[src/rtl/uart_cmd_pkg.sv]
// Shared opcodes, FSM state encoding and defaults for the UART host-command engine.
package uart_cmd_pkg;

  localparam logic [7:0] OP_READ   = 8'h04;
  localparam logic [7:0] OP_BURST  = 8'h05;
  localparam logic [7:0] OP_RANGE  = 8'h06;
  localparam logic [7:0] OP_WRITE  = 8'h07;
  localparam logic [7:0] OP_TOGGLE = 8'h42;
  localparam logic [7:0] OP_ABORT  = 8'h1B;

  localparam logic [7:0] ERR_BYTE_DEFAULT = 8'hEE;

  typedef enum logic [3:0] {
    S_IDLE,
    S_GET_ADDR,
    S_GET_START,
    S_GET_COUNT,
    S_GET_WADDR,
    S_GET_WDATA,
    S_RD_WAIT,
    S_SEND,
    S_NEXT
  } state_t;

  // States that wait for another command byte and are guarded by the timeout.
  function automatic logic is_get_state(input state_t s);
    return (s == S_GET_ADDR) || (s == S_GET_START) || (s == S_GET_COUNT) ||
           (s == S_GET_WADDR) || (s == S_GET_WDATA);
  endfunction

endpackage

[src/rtl/cmd_timeout.sv]
// Loadable down-counter that flags when a multi-byte command has gone quiet too long.
module cmd_timeout #(
  parameter int TIMEOUT = 1_000_000
) (
  input  logic clk,
  input  logic rst,
  input  logic start,
  input  logic kick,
  input  logic stop,
  output logic expired
);

  localparam int CW = $clog2(TIMEOUT + 1);

  logic [CW-1:0] cnt_q, cnt_d;
  logic          run_q, run_d;

  always_comb begin
    cnt_d = cnt_q;
    run_d = run_q;
    if (stop) begin
      run_d = 1'b0;
      cnt_d = '0;
    end else if (start || kick) begin
      run_d = 1'b1;
      cnt_d = CW'(TIMEOUT);
    end else if (run_q && (cnt_q != '0)) begin
      cnt_d = cnt_q - 1'b1;
    end
  end

  always_ff @(posedge clk) begin
    if (rst) begin
      cnt_q <= '0;
      run_q <= 1'b0;
    end else begin
      cnt_q <= cnt_d;
      run_q <= run_d;
    end
  end

  // Fires on the last allowed silent cycle so the FSM leaves exactly TIMEOUT cycles after the load.
  assign expired = run_q && (cnt_q == CW'(1));

endmodule

[src/rtl/uart_cmd_controller.sv]
// Host-command engine: decodes UART opcodes and serves reads, bursts, ranges and writes
// against a byte store, pacing transmit bytes on the transmitter's busy.
module uart_cmd_controller
  import uart_cmd_pkg::*;
#(
  parameter int         ADDR_W   = 8,
  parameter int         DEPTH    = 35,
  parameter int         RD_LAT   = 1,
  parameter int         TIMEOUT  = 1_000_000,
  parameter logic [7:0] ERR_BYTE = ERR_BYTE_DEFAULT
) (
  input  logic              clk,
  input  logic              rst,
  input  logic              busy,
  input  logic              new_data_rx,
  input  logic [7:0]        data_rx,
  output logic              new_data_tx,
  output logic [7:0]        data_tx,
  output logic [ADDR_W-1:0] addr,
  input  logic [7:0]        rd_data,
  output logic              wr_en,
  output logic [7:0]        wr_data,
  output logic              drop,
  output logic              active,
  output logic [7:0]        debug
);

  localparam int               EW        = ADDR_W + 1;
  localparam logic [EW-1:0]    DEPTH_E   = EW'(DEPTH);
  localparam logic [31:0]      DEPTH_W   = 32'(DEPTH);
  localparam logic [1:0]       WAIT_INIT = 2'(RD_LAT - 1);

  state_t            state_q, state_d;
  logic [ADDR_W-1:0] addr_q, addr_d;
  logic [EW-1:0]     end_q, end_d;
  logic [1:0]        wait_q, wait_d;
  logic              err_q, err_d;
  logic              burst_q, burst_d;
  logic              abort_q, abort_d;
  logic              wr_ok_q, wr_ok_d;
  logic              ntx_q, ntx_d;
  logic [7:0]        data_tx_q, data_tx_d;
  logic              wr_en_q, wr_en_d;
  logic [7:0]        wr_data_q, wr_data_d;
  logic              drop_q, drop_d;
  logic              active_q, active_d;
  logic [7:0]        debug_q, debug_d;

  logic              expired;
  logic              is_abort;
  logic              rx_in_range;
  logic [ADDR_W-1:0] load_addr;
  logic [EW-1:0]     addr_e, sum_e, range_end;
  logic              last_byte;

  // Range end is formed one bit wider than the address so start+count never wraps.
  assign load_addr   = ADDR_W'(data_rx);
  assign rx_in_range = ({24'd0, data_rx} < DEPTH_W);
  assign is_abort    = new_data_rx && (data_rx == OP_ABORT);
  assign addr_e      = {1'b0, addr_q};
  assign sum_e       = addr_e + EW'(data_rx);
  assign range_end   = (sum_e > DEPTH_E) ? DEPTH_E : sum_e;
  assign last_byte   = (addr_e + EW'(1)) >= end_q;

  always_comb begin
    state_d   = state_q;
    addr_d    = addr_q;
    end_d     = end_q;
    wait_d    = wait_q;
    err_d     = err_q;
    burst_d   = burst_q;
    abort_d   = abort_q;
    wr_ok_d   = wr_ok_q;
    ntx_d     = 1'b0;
    data_tx_d = data_tx_q;
    wr_en_d   = 1'b0;
    wr_data_d = wr_data_q;
    drop_d    = drop_q;
    debug_d   = new_data_rx ? data_rx : debug_q;

    case (state_q)
      S_IDLE: begin
        abort_d = 1'b0;
        if (new_data_rx) begin
          case (data_rx)
            OP_READ:  state_d = S_GET_ADDR;
            OP_BURST: begin
              addr_d  = '0;
              end_d   = DEPTH_E;
              burst_d = 1'b1;
              err_d   = 1'b0;
              wait_d  = WAIT_INIT;
              state_d = S_RD_WAIT;
            end
            OP_RANGE:  state_d = S_GET_START;
            OP_WRITE:  state_d = S_GET_WADDR;
            OP_TOGGLE: begin
              drop_d = ~drop_q;
              addr_d = '0;
            end
            default: ;
          endcase
        end
      end
      S_GET_ADDR: begin
        if (new_data_rx) begin
          addr_d  = load_addr;
          end_d   = {1'b0, load_addr} + EW'(1);
          err_d   = ~rx_in_range;
          burst_d = 1'b0;
          wait_d  = WAIT_INIT;
          state_d = S_RD_WAIT;
        end else if (expired) begin
          state_d = S_IDLE;
        end
      end
      S_GET_START: begin
        if (new_data_rx) begin
          addr_d  = load_addr;
          err_d   = ~rx_in_range;
          state_d = S_GET_COUNT;
        end else if (expired) begin
          state_d = S_IDLE;
        end
      end
      S_GET_COUNT: begin
        if (new_data_rx) begin
          if ((data_rx == 8'd0) || err_q) begin
            state_d = S_IDLE;
          end else begin
            end_d   = range_end;
            burst_d = 1'b0;
            wait_d  = WAIT_INIT;
            state_d = S_RD_WAIT;
          end
        end else if (expired) begin
          state_d = S_IDLE;
        end
      end
      S_GET_WADDR: begin
        if (new_data_rx) begin
          addr_d  = load_addr;
          wr_ok_d = rx_in_range;
          state_d = S_GET_WDATA;
        end else if (expired) begin
          state_d = S_IDLE;
        end
      end
      S_GET_WDATA: begin
        if (new_data_rx) begin
          wr_data_d = data_rx;
          wr_en_d   = wr_ok_q;
          state_d   = S_IDLE;
        end else if (expired) begin
          state_d = S_IDLE;
        end
      end
      S_RD_WAIT: begin
        if (is_abort) abort_d = 1'b1;
        if (wait_q == 2'd0) state_d = S_SEND;
        else                wait_d  = wait_q - 2'd1;
      end
      S_SEND: begin
        if (is_abort) abort_d = 1'b1;
        if (!busy) begin
          data_tx_d = err_q ? ERR_BYTE : rd_data;
          ntx_d     = 1'b1;
          state_d   = S_NEXT;
        end
      end
      S_NEXT: begin
        // An abort seen now or earlier in this byte ends the transfer like a normal last byte.
        if (abort_q || is_abort || last_byte) begin
          state_d = S_IDLE;
          if (burst_q) addr_d = '0;
        end else begin
          addr_d  = addr_q + 1'b1;
          wait_d  = WAIT_INIT;
          state_d = S_RD_WAIT;
        end
      end
      default: state_d = S_IDLE;
    endcase

    active_d = (state_d != S_IDLE);
  end

  always_ff @(posedge clk) begin
    if (rst) begin
      state_q   <= S_IDLE;
      addr_q    <= '0;
      end_q     <= '0;
      wait_q    <= '0;
      err_q     <= 1'b0;
      burst_q   <= 1'b0;
      abort_q   <= 1'b0;
      wr_ok_q   <= 1'b0;
      ntx_q     <= 1'b0;
      data_tx_q <= '0;
      wr_en_q   <= 1'b0;
      wr_data_q <= '0;
      drop_q    <= 1'b0;
      active_q  <= 1'b0;
      debug_q   <= '0;
    end else begin
      state_q   <= state_d;
      addr_q    <= addr_d;
      end_q     <= end_d;
      wait_q    <= wait_d;
      err_q     <= err_d;
      burst_q   <= burst_d;
      abort_q   <= abort_d;
      wr_ok_q   <= wr_ok_d;
      ntx_q     <= ntx_d;
      data_tx_q <= data_tx_d;
      wr_en_q   <= wr_en_d;
      wr_data_q <= wr_data_d;
      drop_q    <= drop_d;
      active_q  <= active_d;
      debug_q   <= debug_d;
    end
  end

  cmd_timeout #(
    .TIMEOUT (TIMEOUT)
  ) u_timeout (
    .clk     (clk),
    .rst     (rst),
    .start   (is_get_state(state_d) && !is_get_state(state_q)),
    .kick    (new_data_rx),
    .stop    (!is_get_state(state_d)),
    .expired (expired)
  );

  assign new_data_tx = ntx_q;
  assign data_tx     = data_tx_q;
  assign addr        = addr_q;
  assign wr_en       = wr_en_q;
  assign wr_data     = wr_data_q;
  assign drop        = drop_q;
  assign active      = active_q;
  assign debug       = debug_q;

endmodule

[config.mk]
export PLATFORM = sky130hd
export DESIGN_NAME = uart_cmd_controller
export DESIGN_NICKNAME = d
export VERILOG_FILES = /design/src/rtl/uart_cmd_pkg.sv /design/src/rtl/cmd_timeout.sv /design/src/rtl/uart_cmd_controller.sv
export SDC_FILE = /design/constraint.sdc
export NUM_CORES = 1
export LEC_CHECK = 0
export CAP_MARGIN = 0
export CORE_MARGIN = 2
export CORE_UTILIZATION = 56
export CTS_CLUSTER_SIZE = 14
export DETAILED_ROUTE_END_ITERATION = 16
export GPL_ROUTABILITY_DRIVEN = 0
export PLACE_DENSITY = 0.8
export SYNTH_ARGS = -nofsm -noshare
export SYNTH_HDL_FRONTEND = slang
export SYNTH_SLANG_ARGS = --single-unit
[constraint.sdc]
create_clock -name clk -period 4 [get_ports clk]
set_input_delay 0.4 -clock clk [delete_from_list [all_inputs] [get_ports clk]]
set_output_delay 0.4 -clock clk [all_outputs]
set_load 0.03 [all_outputs]
==> impl_results.md <==
- Status: complete, no violations
- Max frequency: 295 MHz
- Ranking of synthesized cells by area: dfxtp_1 (33%), ha_1 (7.1%), nor2_1 (5.9%), nor3_1 (5.0%), mux2i_1 (3.5%)
- FF-to-FF setup slack: 0.61 ns
- CTS root buffer: clkbuf_8
- Post-synth top area cell: dfxtp_1
- Fin Setup TNS: 0 ns
- Worst Path Max Fanout: 8
- Crit path required time: 4.21 ns
- YS warnings: 0
- Critical path startpoint: addr[0]
- CTS tree: done
- Netlist cell types: 66
- Detail Route Antenna Nets: 0
- Final Hold Vio Count: 0
- DRC violations left: 0
- CTS Buffer Depth: 2
- Final HPWL DP: 8.69 mm
- Pin count of the biggest net entering global routing: 44
- Worst r2r path cells: 10
- Post-DP Area: 0.00516 mm2
- VDD IR max: 240 uV
- Post-Syn Instances: 549
- Initial antenna violation count: 0
- RR Endpoint: u_timeout.cnt_q[18]
- Fillcell total: 662
- Port bufs: 55
- Cell Pwr Density: 279 mW/mm2
- Post-CTS setup buffers: 0
- Hold WC Path Type: reg2reg
- Register area: 0.00152 mm2
- Hold Crit Start: data_tx[0]
- Worst Path Arrival: 3.60 ns
- Max-Cap Viols: 0
- Mapped Nets: 596
- Setup CP Type: reg2reg
- Post-Layout Inst Area: 0.00535 mm2
- Layout cells sized above 1: 5.89%
- Sequential fraction of the synthesis area: 33.4%
- Ant diodes: 0
- DRT Pass-1 Iters: 5
- Area Growth Syn to Fin: 17.3%
- FFs w/ async S/R, synth: 0%
- Top-count cell post-synth: dfxtp_1
- Via/cell ratio: 6.22
- Dpl ws: 0.661 ns
- Clock slew at reported path FFs: 0.08 ns
- # nets final: 637
- Overall routing resource usage: 27.8%
- Crit path time final: 3.39 ns
- Num CTS Buffers: 9
- X dimension of the die: 94.3 um
- Period utilisation layout: 84.8%
- Vias in the first global route: 4,111
- Setup-failing EPs final: 0
- WL/cell: 17.1 um
- Final Skew: 0.00829 ns
- Avg Synthesized Cell Area: 8.31 um2
- DRT iter0 DRCs: 408
- IO Count: 56
- Slew HR: 38.4%
- Area of the core: 0.00781 mm2
- Main synth FF type: dfxtp_1
- Global-route wire length before repair: 19.8 mm
- Die area: 0.00888 mm2
- Insertion delay to the later sink of the worst-skew pair: 0.35 ns
- Setup crit start kind: flop
- Reg-to-reg critical path startpoint: addr[0]
- Hold Buf Count CTS: 0
- CP Capture Type: flop
- Leakage: 2.06 nW
- Final worst slack: 0.607 ns
- Grt ovf: 0
- Final WL: 11.9 mm
- Synthesized cell area: 0.00456 mm2
- Hold worst-path end: data_tx[0]
- Slew Limit Fails: 0
- H-tree levels: 3
- Top cell type's share of synthesized area: 33.4%
- Top cells by count, synth: dfxtp_1 (76), nor2_1 (72), nor3_1 (46), ha_1 (26)
- Multi-input logic area: 0.00282 mm2
- EDFF count, synth: 0
- Unrepaired setup endpoints after global routing: false
- Flops & latches, synth: 76
- Hold Path Stages: 2
- Vias: 4,330
- CTS resizes: 0
- Die height: 94.3 um
- Num Clock Sinks: 76
- Initial core utilization: 58.4%
- Num rows: 32
- Worst-Margin Slew: 0.921 ns
stage by stage:
step                      hold slack [ns]  total power, mW  cells  utilization, %
final                               0.462             1.49    696            68.5
after global placement              0.441            0.930    681            66.1
after CTS                           0.464             1.50    696            68.5
after detailed placement            0.451            0.933    681            66.1
after floorplan                     0.450            0.875    549               -
after global routing                0.497             1.55    696            68.5
power by group:
group	leakage (nW)	switching (mW)	internal [mW]	total [mW]
logic	1.35	0.0895	0.0598	0.149
clock network	0.0955	0.291	0.286	0.577
registers	0.614	0.00522	0.763	0.768
total	2.06	0.386	1.11	1.49
cell usage in the layout (no fill, tap or decap), types with 17 or more instances in the layout:
cell / Yosys / routed
dfxtp_1: 76 / 76
nor2_1: 72 / 72
clkdlybuf4s50_1: 0 / 55
nor3_1: 46 / 46
ha_1: 26 / 26
nand2_1: 23 / 23
o21ai_0: 23 / 23
a21oi_1: 23 / 23
inv_1: 20 / 20
nor4_1: 17 / 17
layout make-up:
type,instances,share of cell area (%)
clock buffer,9,2.32
inverter,20,1.40
tap,102,2.39
clock inverter,6,1.22
timing repair buffer,64,11.6
sequential,76,28.4
multi-input combinational,419,52.7
kinds of logic after synthesis:
group,synth area share (%)
AND/OR/NAND/NOR,26.8
multiplexers,3.51
XOR/XNOR,5.76
AO/OA/AOI/OAI,18.2
flip-flops,33.4
adder cells (fa/ha/maj),7.57
buffers and inverters,4.85
state kept, by name (all words and copies together), names as in the netlist, 2 cells and up:
signal and count:
addr 8, data_tx 8, debug 8, end_q 9, state_q 4, u_timeout.cnt_q 20, wait_q 2, wr_data 8
worst max path at each step:
stage	endpoint	slack [ns]	cells past startpoint
6_report	u_timeout.cnt_q[18]	0.61	10
5_1_grt	u_timeout.cnt_q[18]	0.23	10
4_1_cts	u_timeout.cnt_q[19]	0.65	10
3_5_place_dp	u_timeout.cnt_q[19]	0.66	10
3_3_place_gp	u_timeout.cnt_q[17]	0.80	10
2_1_floorplan	u_timeout.cnt_q[0]	0.98	12
metal layers:
metal | GRT usage [%] | vias to the layer above | wire, um
li1 | - | 2118 | -
met1 | 36.3 | 2062 | 5340
met3 | 4.25 | 15 | 575
met4 | 8.45 | 0 | 151
met2 | 47.2 | 135 | 5840
met5 | 0 | - | 0
worst max-delay path: stages (launching register included):
cell      delay [ns]
dfxtp_1         0.50
ha_1            0.26
nand2_1         0.10
xnor2_1         0.20
ha_1            0.28
a211oi_1        0.21
nor2_1          0.07
nor4_1          0.58
nand3_1         0.27
o211ai_1        0.62
nor4_1          0.15
Note: power is estimated with default switching activity, not from simulation.
